## config.mk

```make
export PLATFORM = sky130hd
export DESIGN_NAME = store_sequencer
export DESIGN_NICKNAME = d
export VERILOG_FILES = /design/src/rtl/cpu_pkg.sv /design/src/rtl/store_sequencer_latency_counter.sv /design/src/rtl/store_sequencer.sv
export SDC_FILE = /design/constraint.sdc
export NUM_CORES = 1
export LEC_CHECK = 0
export CORE_MARGIN = 2
export CORE_UTILIZATION = 55
export CTS_BUF_LIST = sky130_fd_sc_hd__clkbuf_4 sky130_fd_sc_hd__clkbuf_8 sky130_fd_sc_hd__clkbuf_16
export DETAILED_ROUTE_END_ITERATION = 8
export DONT_BUFFER_PORTS = 1
export PLACE_DENSITY_LB_ADDON = 0.1
export SETUP_SLACK_MARGIN = 0.02
export SYNTH_ARGS = -nofsm -noshare
export SYNTH_HDL_FRONTEND = slang
export SYNTH_HIERARCHICAL = 1
export SYNTH_SLANG_ARGS = --single-unit
```

## constraint.sdc

```tcl
create_clock -name clk -period 2.65 [get_ports clk]
set_clock_uncertainty 0.1 [all_clocks]
set_input_delay 0.6625 -clock clk [delete_from_list [all_inputs] [get_ports clk]]
set_output_delay 0.6625 -clock clk [all_outputs]
set_load 0.01 [all_outputs]
```

## src/rtl/cpu_pkg.sv

```systemverilog
// ---------------------------------------------------------------------------
// cpu_pkg
// Shared definitions for the store path: sequencer state encoding, store size
// codes, store_control_sign codes and small decode helpers.
// ---------------------------------------------------------------------------
package cpu_pkg;

    // Sequencer states (3-bit encoding).
    typedef enum logic [2:0] {
        S_IDLE  = 3'd0,
        S_READ  = 3'd1,
        S_WRITE = 3'd2,
        S_DONE  = 3'd3,
        S_ERR   = 3'd4
    } state_e;

    // store_size codes; 2'b11 is reserved and behaves as a word store.
    localparam logic [1:0] SZ_WORD = 2'b00;
    localparam logic [1:0] SZ_HALF = 2'b01;
    localparam logic [1:0] SZ_BYTE = 2'b10;

    // store_control_sign codes, {partial, half}.
    localparam logic [1:0] SCS_WORD = 2'b00;
    localparam logic [1:0] SCS_HALF = 2'b11;
    localparam logic [1:0] SCS_BYTE = 2'b10;

    // True for sizes that need a read-modify-write (half and byte).
    function automatic logic is_partial(input logic [1:0] sz);
        return (sz == SZ_HALF) || (sz == SZ_BYTE);
    endfunction

    function automatic logic [1:0] scs_for_size(input logic [1:0] sz);
        logic [1:0] scs;
        case (sz)
            SZ_HALF: scs = SCS_HALF;
            SZ_BYTE: scs = SCS_BYTE;
            default: scs = SCS_WORD;
        endcase
        return scs;
    endfunction

    // Alignment rule: word needs addr[1:0]=00, half needs addr[0]=0,
    // byte is always aligned.
    function automatic logic is_aligned(input logic [1:0] sz, input logic [1:0] addr_lo);
        logic ok;
        case (sz)
            SZ_HALF: ok = (addr_lo[0] == 1'b0);
            SZ_BYTE: ok = 1'b1;
            default: ok = (addr_lo == 2'b00);
        endcase
        return ok;
    endfunction

endpackage

```

## src/rtl/store_sequencer_latency_counter.sv

```systemverilog
// ---------------------------------------------------------------------------
// latency_counter
// Counts READ cycles for the store sequencer. Cleared on READ entry, advances
// while enabled, and saturates at READ_LATENCY-1 so it never wraps.
//
// Ports:
//   clk_i    system clock
//   rst_i    asynchronous active-high reset
//   clear_i  synchronous clear to 0 (takes priority over enable)
//   en_i     count enable
//   tc_o     terminal count, high while count == READ_LATENCY-1
// ---------------------------------------------------------------------------
module latency_counter #(
    parameter int unsigned READ_LATENCY = 1
) (
    input  logic clk_i,
    input  logic rst_i,
    input  logic clear_i,
    input  logic en_i,
    output logic tc_o
);

    localparam int unsigned CW = $clog2(READ_LATENCY + 1);
    localparam logic [CW-1:0] LAST = CW'(READ_LATENCY - 1);

    logic [CW-1:0] cnt_q;
    logic [CW-1:0] cnt_d;

    always_comb begin
        cnt_d = cnt_q;
        if (clear_i) begin
            cnt_d = '0;
        end else if (en_i && (cnt_q != LAST)) begin
            cnt_d = cnt_q + CW'(1);
        end
    end

    always_ff @(posedge clk_i or posedge rst_i) begin
        if (rst_i) begin
            cnt_q <= '0;
        end else begin
            cnt_q <= cnt_d;
        end
    end

    assign tc_o = (cnt_q == LAST);

endmodule

```

## src/rtl/store_sequencer.sv

```systemverilog
// ---------------------------------------------------------------------------
// store_sequencer
// Multicycle store sequencer between the control unit and data memory.
// Sub-word stores (sb/sh) read the target word into the MDR, present it with
// store_control_sign to store_control, then pulse the memory write. Word
// stores skip the read and write directly. Misaligned requests produce a
// one-cycle misaligned pulse and no write.
//
// Parameters:
//   READ_LATENCY        cycles from address valid to mem_rdata valid (>=1)
// Ports:
//   clk                 system clock
//   reset               asynchronous active-high reset
//   start               store request, sampled only in IDLE
//   store_size          00 word, 01 half, 10 byte, 11 treated as word
//   addr                byte address, held stable by caller while busy
//   mem_rdata           data-memory read data
//   mem_wr              data-memory write enable (one cycle per store)
//   mdr_data            MDR contents (word read back) for store_control
//   store_control_sign  {partial, half}: word 00, half 11, byte 10
//   busy                high whenever not IDLE
//   done                one-cycle completion pulse
//   misaligned          one-cycle error pulse, no write performed
// ---------------------------------------------------------------------------
module store_sequencer
    import cpu_pkg::*;
#(
    parameter int unsigned READ_LATENCY = 1
) (
    input  logic        clk,
    input  logic        reset,
    input  logic        start,
    input  logic [1:0]  store_size,
    input  logic [31:0] addr,
    input  logic [31:0] mem_rdata,
    output logic        mem_wr,
    output logic [31:0] mdr_data,
    output logic [1:0]  store_control_sign,
    output logic        busy,
    output logic        done,
    output logic        misaligned
);

    state_e      state_q;
    logic [1:0]  size_q;
    logic [31:0] mdr_q;
    logic        mem_wr_q;
    logic        busy_q;
    logic        done_q;
    logic        mis_q;

    logic        req_aligned;
    logic        cnt_clear;
    logic        cnt_en;
    logic        cnt_tc;

    // Only the two low address bits matter for alignment.
    logic        addr_hi_unused;
    assign addr_hi_unused = ^addr[31:2];

    assign req_aligned = is_aligned(store_size, addr[1:0]);

    // Clear on the edge that enters READ so the first READ cycle counts 0.
    assign cnt_clear = (state_q == S_IDLE) && start && req_aligned && is_partial(store_size);
    assign cnt_en    = (state_q == S_READ);

    latency_counter #(
        .READ_LATENCY (READ_LATENCY)
    ) u_latency_counter (
        .clk_i   (clk),
        .rst_i   (reset),
        .clear_i (cnt_clear),
        .en_i    (cnt_en),
        .tc_o    (cnt_tc)
    );

    // Outputs are registered alongside the state so each one is a clean
    // Moore decode of the state being entered.
    always_ff @(posedge clk or posedge reset) begin
        if (reset) begin
            state_q  <= S_IDLE;
            size_q   <= SZ_WORD;
            mdr_q    <= '0;
            mem_wr_q <= 1'b0;
            busy_q   <= 1'b0;
            done_q   <= 1'b0;
            mis_q    <= 1'b0;
        end else begin
            case (state_q)
                S_IDLE: begin
                    if (start) begin
                        size_q <= store_size;
                        busy_q <= 1'b1;
                        if (!req_aligned) begin
                            state_q <= S_ERR;
                            mis_q   <= 1'b1;
                        end else if (is_partial(store_size)) begin
                            state_q <= S_READ;
                        end else begin
                            state_q  <= S_WRITE;
                            mem_wr_q <= 1'b1;
                        end
                    end
                end
                S_READ: begin
                    if (cnt_tc) begin
                        mdr_q    <= mem_rdata;
                        state_q  <= S_WRITE;
                        mem_wr_q <= 1'b1;
                    end
                end
                S_WRITE: begin
                    mem_wr_q <= 1'b0;
                    done_q   <= 1'b1;
                    state_q  <= S_DONE;
                end
                S_DONE: begin
                    done_q  <= 1'b0;
                    busy_q  <= 1'b0;
                    state_q <= S_IDLE;
                end
                S_ERR: begin
                    mis_q   <= 1'b0;
                    busy_q  <= 1'b0;
                    state_q <= S_IDLE;
                end
                default: begin
                    state_q  <= S_IDLE;
                    mem_wr_q <= 1'b0;
                    busy_q   <= 1'b0;
                    done_q   <= 1'b0;
                    mis_q    <= 1'b0;
                end
            endcase
        end
    end

    assign mem_wr             = mem_wr_q;
    assign mdr_data           = mdr_q;
    assign store_control_sign = scs_for_size(size_q);
    assign busy               = busy_q;
    assign done               = done_q;
    assign misaligned         = mis_q;

endmodule

```

=== Word-level counts from Yosys, hierarchy flattened ===
Cells that the tools add are included.

* Input bits: 69
* Output and inout bits: 38
* Word-level logic and storage cells: 65
* Memories kept: 0
* Register bits after elaboration: 42
* RAM bits: 0
* ROM bits: 0
* Latch bits: 0

* Bitwise operators: 5
* Shift-type cells: 0
* $add $sub $neg: 1
* $mul: 0
* Equal/unequal tests: 13
* Reductions and logical operators: 18
* Mux-type cells: 20
* $lt $le $gt $ge: 0
* Div/mod/pow operators: 0

{| class="wikitable"
|+ Operators by type and width
! kind !! number
|-
| $ne A2 B2 Y1 const B || 5
|-
| $mux W1 || 9
|-
| $mux W3 || 3
|-
| $pmux W3 S3 || 1
|-
| $pmux W1 S2 || 4
|-
| $reduce_and A2 Y1 || 4
|-
| $eq A3 B2 Y1 const B || 2
|-
| $reduce_or A3 Y1 || 2
|-
| $not A1 Y1 || 5
|-
| $reduce_and A5 Y1 || 1
|-
| $eq A2 B1 Y1 const B || 2
|-
| $eq A2 B2 Y1 const B || 2
|-
| $logic_and A1 B1 Y1 || 4
|-
| $pmux W2 S2 || 1
|-
| $reduce_or A2 Y1 || 2
|-
| $eq A3 B1 Y1 const B || 1
|-
| $eq A3 B3 Y1 const B || 1
|-
| $logic_not A3 Y1 || 1
|-
| $pmux W1 S3 || 1
|-
| $reduce_and A3 Y1 || 1
|-
| $logic_not A2 Y1 || 1
|-
| $mux W2 || 1
|-
| $reduce_bool A2 Y1 || 1
|-
| $add A1 B1 Y1 const B || 1
|-
| $logic_or A1 B1 Y1 || 1
|}

=== Logic depth before layout (Yosys ltp) ===
* Depth in word-level cells: 6
* Mapped depth: 6
* Gate-level depth less buffers: 6

=== By module ===
The synthesis kept the hierarchy.

{| class="wikitable"
|+ Modules (own cells, without submodules)
! module !! sequential area each (um2) !! cells each !! area each (um2) !! times used
|-
| store_sequencer || 1,026.0 || 129 || 1,874.3 || 1
|-
| latency_counter || 25.0 || 4 || 45.0 || 1
|}

=== Worst setup path before layout ===
No wires, ideal clock.

* Kind: input -> register
* From: input port store_size[0]
* To: register mis_q, in the netlist misaligned
* Slack: 0.935 ns
* Buffers on the path: 0
* Setup time: 0.128 ns
* Stages: 5
* Data required time: 2.422 ns
* Data arrival time: 1.487 ns
* Cell sequence: inv_1 -> ha_1 -> nand2b_1 -> a21oi_1 -> o32ai_2

* Longest elaborated chain between the ends: 4
* Elaborated cells between the ends (all ways): 5
* Those cells by class: 3 x eq/ne; 1 x mux; 1 x reduce/logical

{| class="wikitable"
|+ Ends and longest elaborated chain
! element !! line !! text
|-
| start, declared || store_sequencer.sv:33 || <nowiki>input logic [1:0] store_size,</nowiki>
|-
| $eq A2 B2 Y1 / $eq A2 B1 Y1 (equally long branches) || cpu_pkg.sv:46 || <nowiki>case (sz)</nowiki>
|-
| $pmux W1 S2 (*) || cpu_pkg.sv:46 ||
|-
| $ne A2 B2 Y1 (no source line) (*) || -- ||
|-
| $reduce_and A3 Y1 (no source line) (*) || -- ||
|-
| end signal, assigned || store_sequencer.sv:87 || <nowiki>mis_q <= 1'b0;</nowiki>
|-
| end signal, assigned || store_sequencer.sv:96 || <nowiki>mis_q <= 1'b1;</nowiki>
|-
| end signal, assigned || store_sequencer.sv:123 || <nowiki>mis_q <= 1'b0;</nowiki>
|-
| end, declared || store_sequencer.sv:50 || <nowiki>logic mis_q;</nowiki>
|}

Every way passes the cells marked *; elsewhere a longest branch is shown, timed or not.
A chain may end at the register's enable or synchronous reset.

=== Worst setup path in the final report ===
* From: register size_q[0]
* To: output port store_control_sign[1]

* Longest elaborated chain between the ends: 2
* Elaborated cells between the ends (all ways): 3
* Those cells by class: 2 x eq/ne; 1 x mux

{| class="wikitable"
|+ Ends and longest elaborated chain
! element !! line !! text
|-
| start, declared || store_sequencer.sv:45 || <nowiki>logic [1:0] size_q;</nowiki>
|-
| start signal, assigned || store_sequencer.sv:92 || <nowiki>size_q <= store_size;</nowiki>
|-
| $eq A2 B2 Y1 / $eq A2 B1 Y1 (equally long branches) || cpu_pkg.sv:34 || <nowiki>case (sz)</nowiki>
|-
| $pmux W2 S2 (*) || cpu_pkg.sv:34 ||
|-
| end, declared || store_sequencer.sv:38 || <nowiki>output logic [1:0] store_control_sign,</nowiki>
|}

Marked as above.

==> run summary <==
Input and output buffers added on the ports amount to 0. In this run the number of H-tree levels came out at 2. Synthesis instantiated 26 different standard cells from the library. The via density per instance is 5.492, and the static leakage is 0.9482 nW. 0 antenna diodes ended up in the layout. Sequential elements use 54.76% of the synthesized area.

The flow ran to the end, and the final reports show no timing, DRC or antenna violations. For this run, the slowest stage of the critical path takes 0.42 ns. Setup violations remaining at the end of the flow were counted as 0. The die covers 3978 um^2. After synthesis the netlist holds a flip-flop and latch count of 42. Dividing the final minimum period by the clock period gives 71.76%. The tools report the number of hold-repair buffers added at the cts stage as 1. The maximum buffer depth of the clock tree came out at 2. The worst path needs 1.902 ns of the cycle, external delays included. For the global router's overall resource usage, the log shows 17.38%. The routed wire length is 3219 um. The cell area that synthesis handed to floorplanning was 1919 um^2. The number of nets handed over by synthesis was 205. The run gives 107 as the number of I/O pins. The layout overhead on the synthesized area was 5.606%.

The cell type with the highest aggregate area in the netlist is dfrtp_1. Once detailed placement completed, the half-perimeter wirelength came to 2337 um. For this run, global-route usage on met1 was measured as 21.61%. In this run the horizontal extent of the chip is 63.08 um. In this run the worst hold path is classified as primary input to asynchronous set/reset pin. For the worst setup path, the data arrival time is 1.14 ns. The first TritonRoute pass finished after 5 iterations.

Violation count after the first detailed-routing iteration: 52. The first global-routing pass estimated 5326 um of wire. The routed layout has 1005 vias. The tools report the filler cell count as 274. The instance count of the mapped netlist is 133.

The detail route stage leaves a number of antenna-violating nets equal to 0. Entering global routing, the biggest net connects 42 pins. Global routing used 26.99% of the available met2 tracks. The top cell type by area accounts for 54.76% of the synthesized area.

For the highest clock rate, the log shows 0.5259 GHz. In this run the core area contains 21 standard-cell rows. STA classifies the critical path startpoint as a register.

Yosys printed 6 warnings. The worst setup path is captured at a primary output. In this run the mean area of a mapped cell was 14.43 um^2.

The transition time at the pin with the least slew margin is 0.5463 ns, and the number of resized instances in the post-cts repair step is 0. Measured along the y axis, the die boundary spans 63.08 um. The initial standard-cell utilization of the core was 57.52%; the worst path required time was 1.89 ns. For this design the ratio of total power to cell area is 1326 nW/um^2. Among all flip-flop cells after synthesis, the most frequent one is dfrtp_1. The tool flagged a number of max-cap violations equal to 0. Buffers added to address setup during post-CTS repair amount to 0. The library cell with the highest instance count after synthesis is dfrtp_1.

The critical path goes through ha_1 > inv_1. For the via count of the first global-routing pass, the log shows 1043. Setup total negative slack on the finished layout was measured at 0 ns. By area the synthesized netlist is led by dfrtp_1 55%, mux2_4 23%, buf_6 2.9%. The global routing stage identified its most utilized layer as met2.

Along the worst path, the maximum fanout reaches 2. The number of antenna violations at the first check in global routing is 0. The tools report the max-slew violation count as 0. Buffers inserted during clock tree synthesis total 5. The worst slew slack as a fraction of its limit came out at 63.07%.

The tools report the core area as 3337 um^2. The critical path is of the register to primary output type. The cell family with the largest share of critical-path delay was flip-flops.

Setup repair after global routing left no endpoint under its margin. After clock tree synthesis, the clock-pin slew on the worst setup and hold paths is 0.11 ns. The peak ir drop on the vdd network is 0.0008109 V. Count of buffer and inverter cells on the critical path: 1. The clock latency reported for the late side of the worst-skew pair came out at 0.33 ns. The root buffer cell chosen for the clock tree is clkbuf_4.

The run gives 0 as the total count of hold-check failures in the final report. TritonCTS built the clock tree. The overflow left after global routing came out at 0.

The proportion of layout cells with a drive suffix above 1 is 34.31%, and the weighted congestion at the end of routability-driven global placement is 0.7874. Ranked by instance count, the synthesized netlist is headed by 42 x dfrtp_1, 30 x mux2_4, 10 x inv_1. The number of flops mapped to enable cells by yosys came out at 0. The slowest stage of the critical path belongs to the cell dfrtp_1.

Final hold analysis gives a worst-case slack of 0.2140 ns. The logs give 7.857% for the global-route met3 utilization and 42 for the total clock sinks. The remaining design rule violation count is 0, and the final net count is 208. Dividing the detail-routed wire length by the instance count gives 17.59 um. For this run, asynchronously set or reset flops after synthesis account for 100.0%.
cells in the final DEF (no fill, tap or decap), types with 2 or more instances in the layout:
master / count
nand2_1: 4
nor2b_1: 4
mux2_2: 2
a21oi_1: 4
nor2_1: 3
mux2_4: 30
ha_1: 3
inv_1: 10
nand2b_1: 4
dfrtp_1: 42
clkbuf_4: 7
o21ai_0: 6
final timing paths:
path / from / slack [ns] / end / depth (start not counted)
max: size_q[0] / 0.75 / store_control_sign[1] / 2
max in group asynchronous: reset / 1.88 / u_latency_counter/cnt_q / 2
max reg2reg: state_q[1] / 0.82 / mdr_data[30] / 4
min in group clk: store_size[1] / 0.35 / size_q[1] / 2
min: reset / 0.21 / done / 2
min reg2reg: size_q[0] / 0.43 / size_q[0] / 2
cell families after synthesis:
family | share of synthesized area, %
AOI/OAI and AO/OA | 4.825
adders and majority gates | 1.956
buffers and inverters | 5.671
DFF | 54.76
muxes | 25.16
and+or+nand+nor | 7.626
area by class of cell:
type                            count  area (um^2)  area share, %
Clock inverter                      1        30.03          1.481
Multi-Input combinational cell     74        760.7          37.53
Sequential cell                    42         1051          51.85
Inverter                           10        37.54          1.852
Timing Repair Buffer                3        37.54          1.852
Tap cell                           46        57.56          2.840
Clock buffer                        7        52.55          2.593
sequential cells by signal, summed over array words and instances (netlist names):
name                     flops
busy                         1
mem_wr                       1
size_q                       2
state_q                      3
done                         1
mdr_data                    32
u_latency_counter/cnt_q      1
misaligned                   1
through the flow:
stage,power [mW],utilization [%],area (um^2),instances,worst slack (ns)
floorplan,2.186,-,1919,133,0.9349
global placement,2.265,57.97,1934,174,0.8273
detailed placement,2.306,57.97,1934,174,0.8251
CTS,2.724,60.74,2027,183,0.7308
global route,2.868,60.74,2027,183,0.6824
finish,2.688,60.74,2027,183,0.7485
routing by layer:
metal | routed length, um | share of wire (%)
met3 | 368 | 11
met5 | 0 | 0
met2 | 1541 | 48
met1 | 1281 | 40
met4 | 27 | 0.84
report_power, final:
group	internal, mW	total, mW	switching, mW	leakage, nW
Combinational	0.601	0.921	0.320	0.401
Sequential	0.962	1.36	0.401	0.500
Clock	0.221	0.403	0.183	0.0463
Total	1.78	2.69	0.904	0.948
Note: power is estimated with default switching activity, not from simulation.
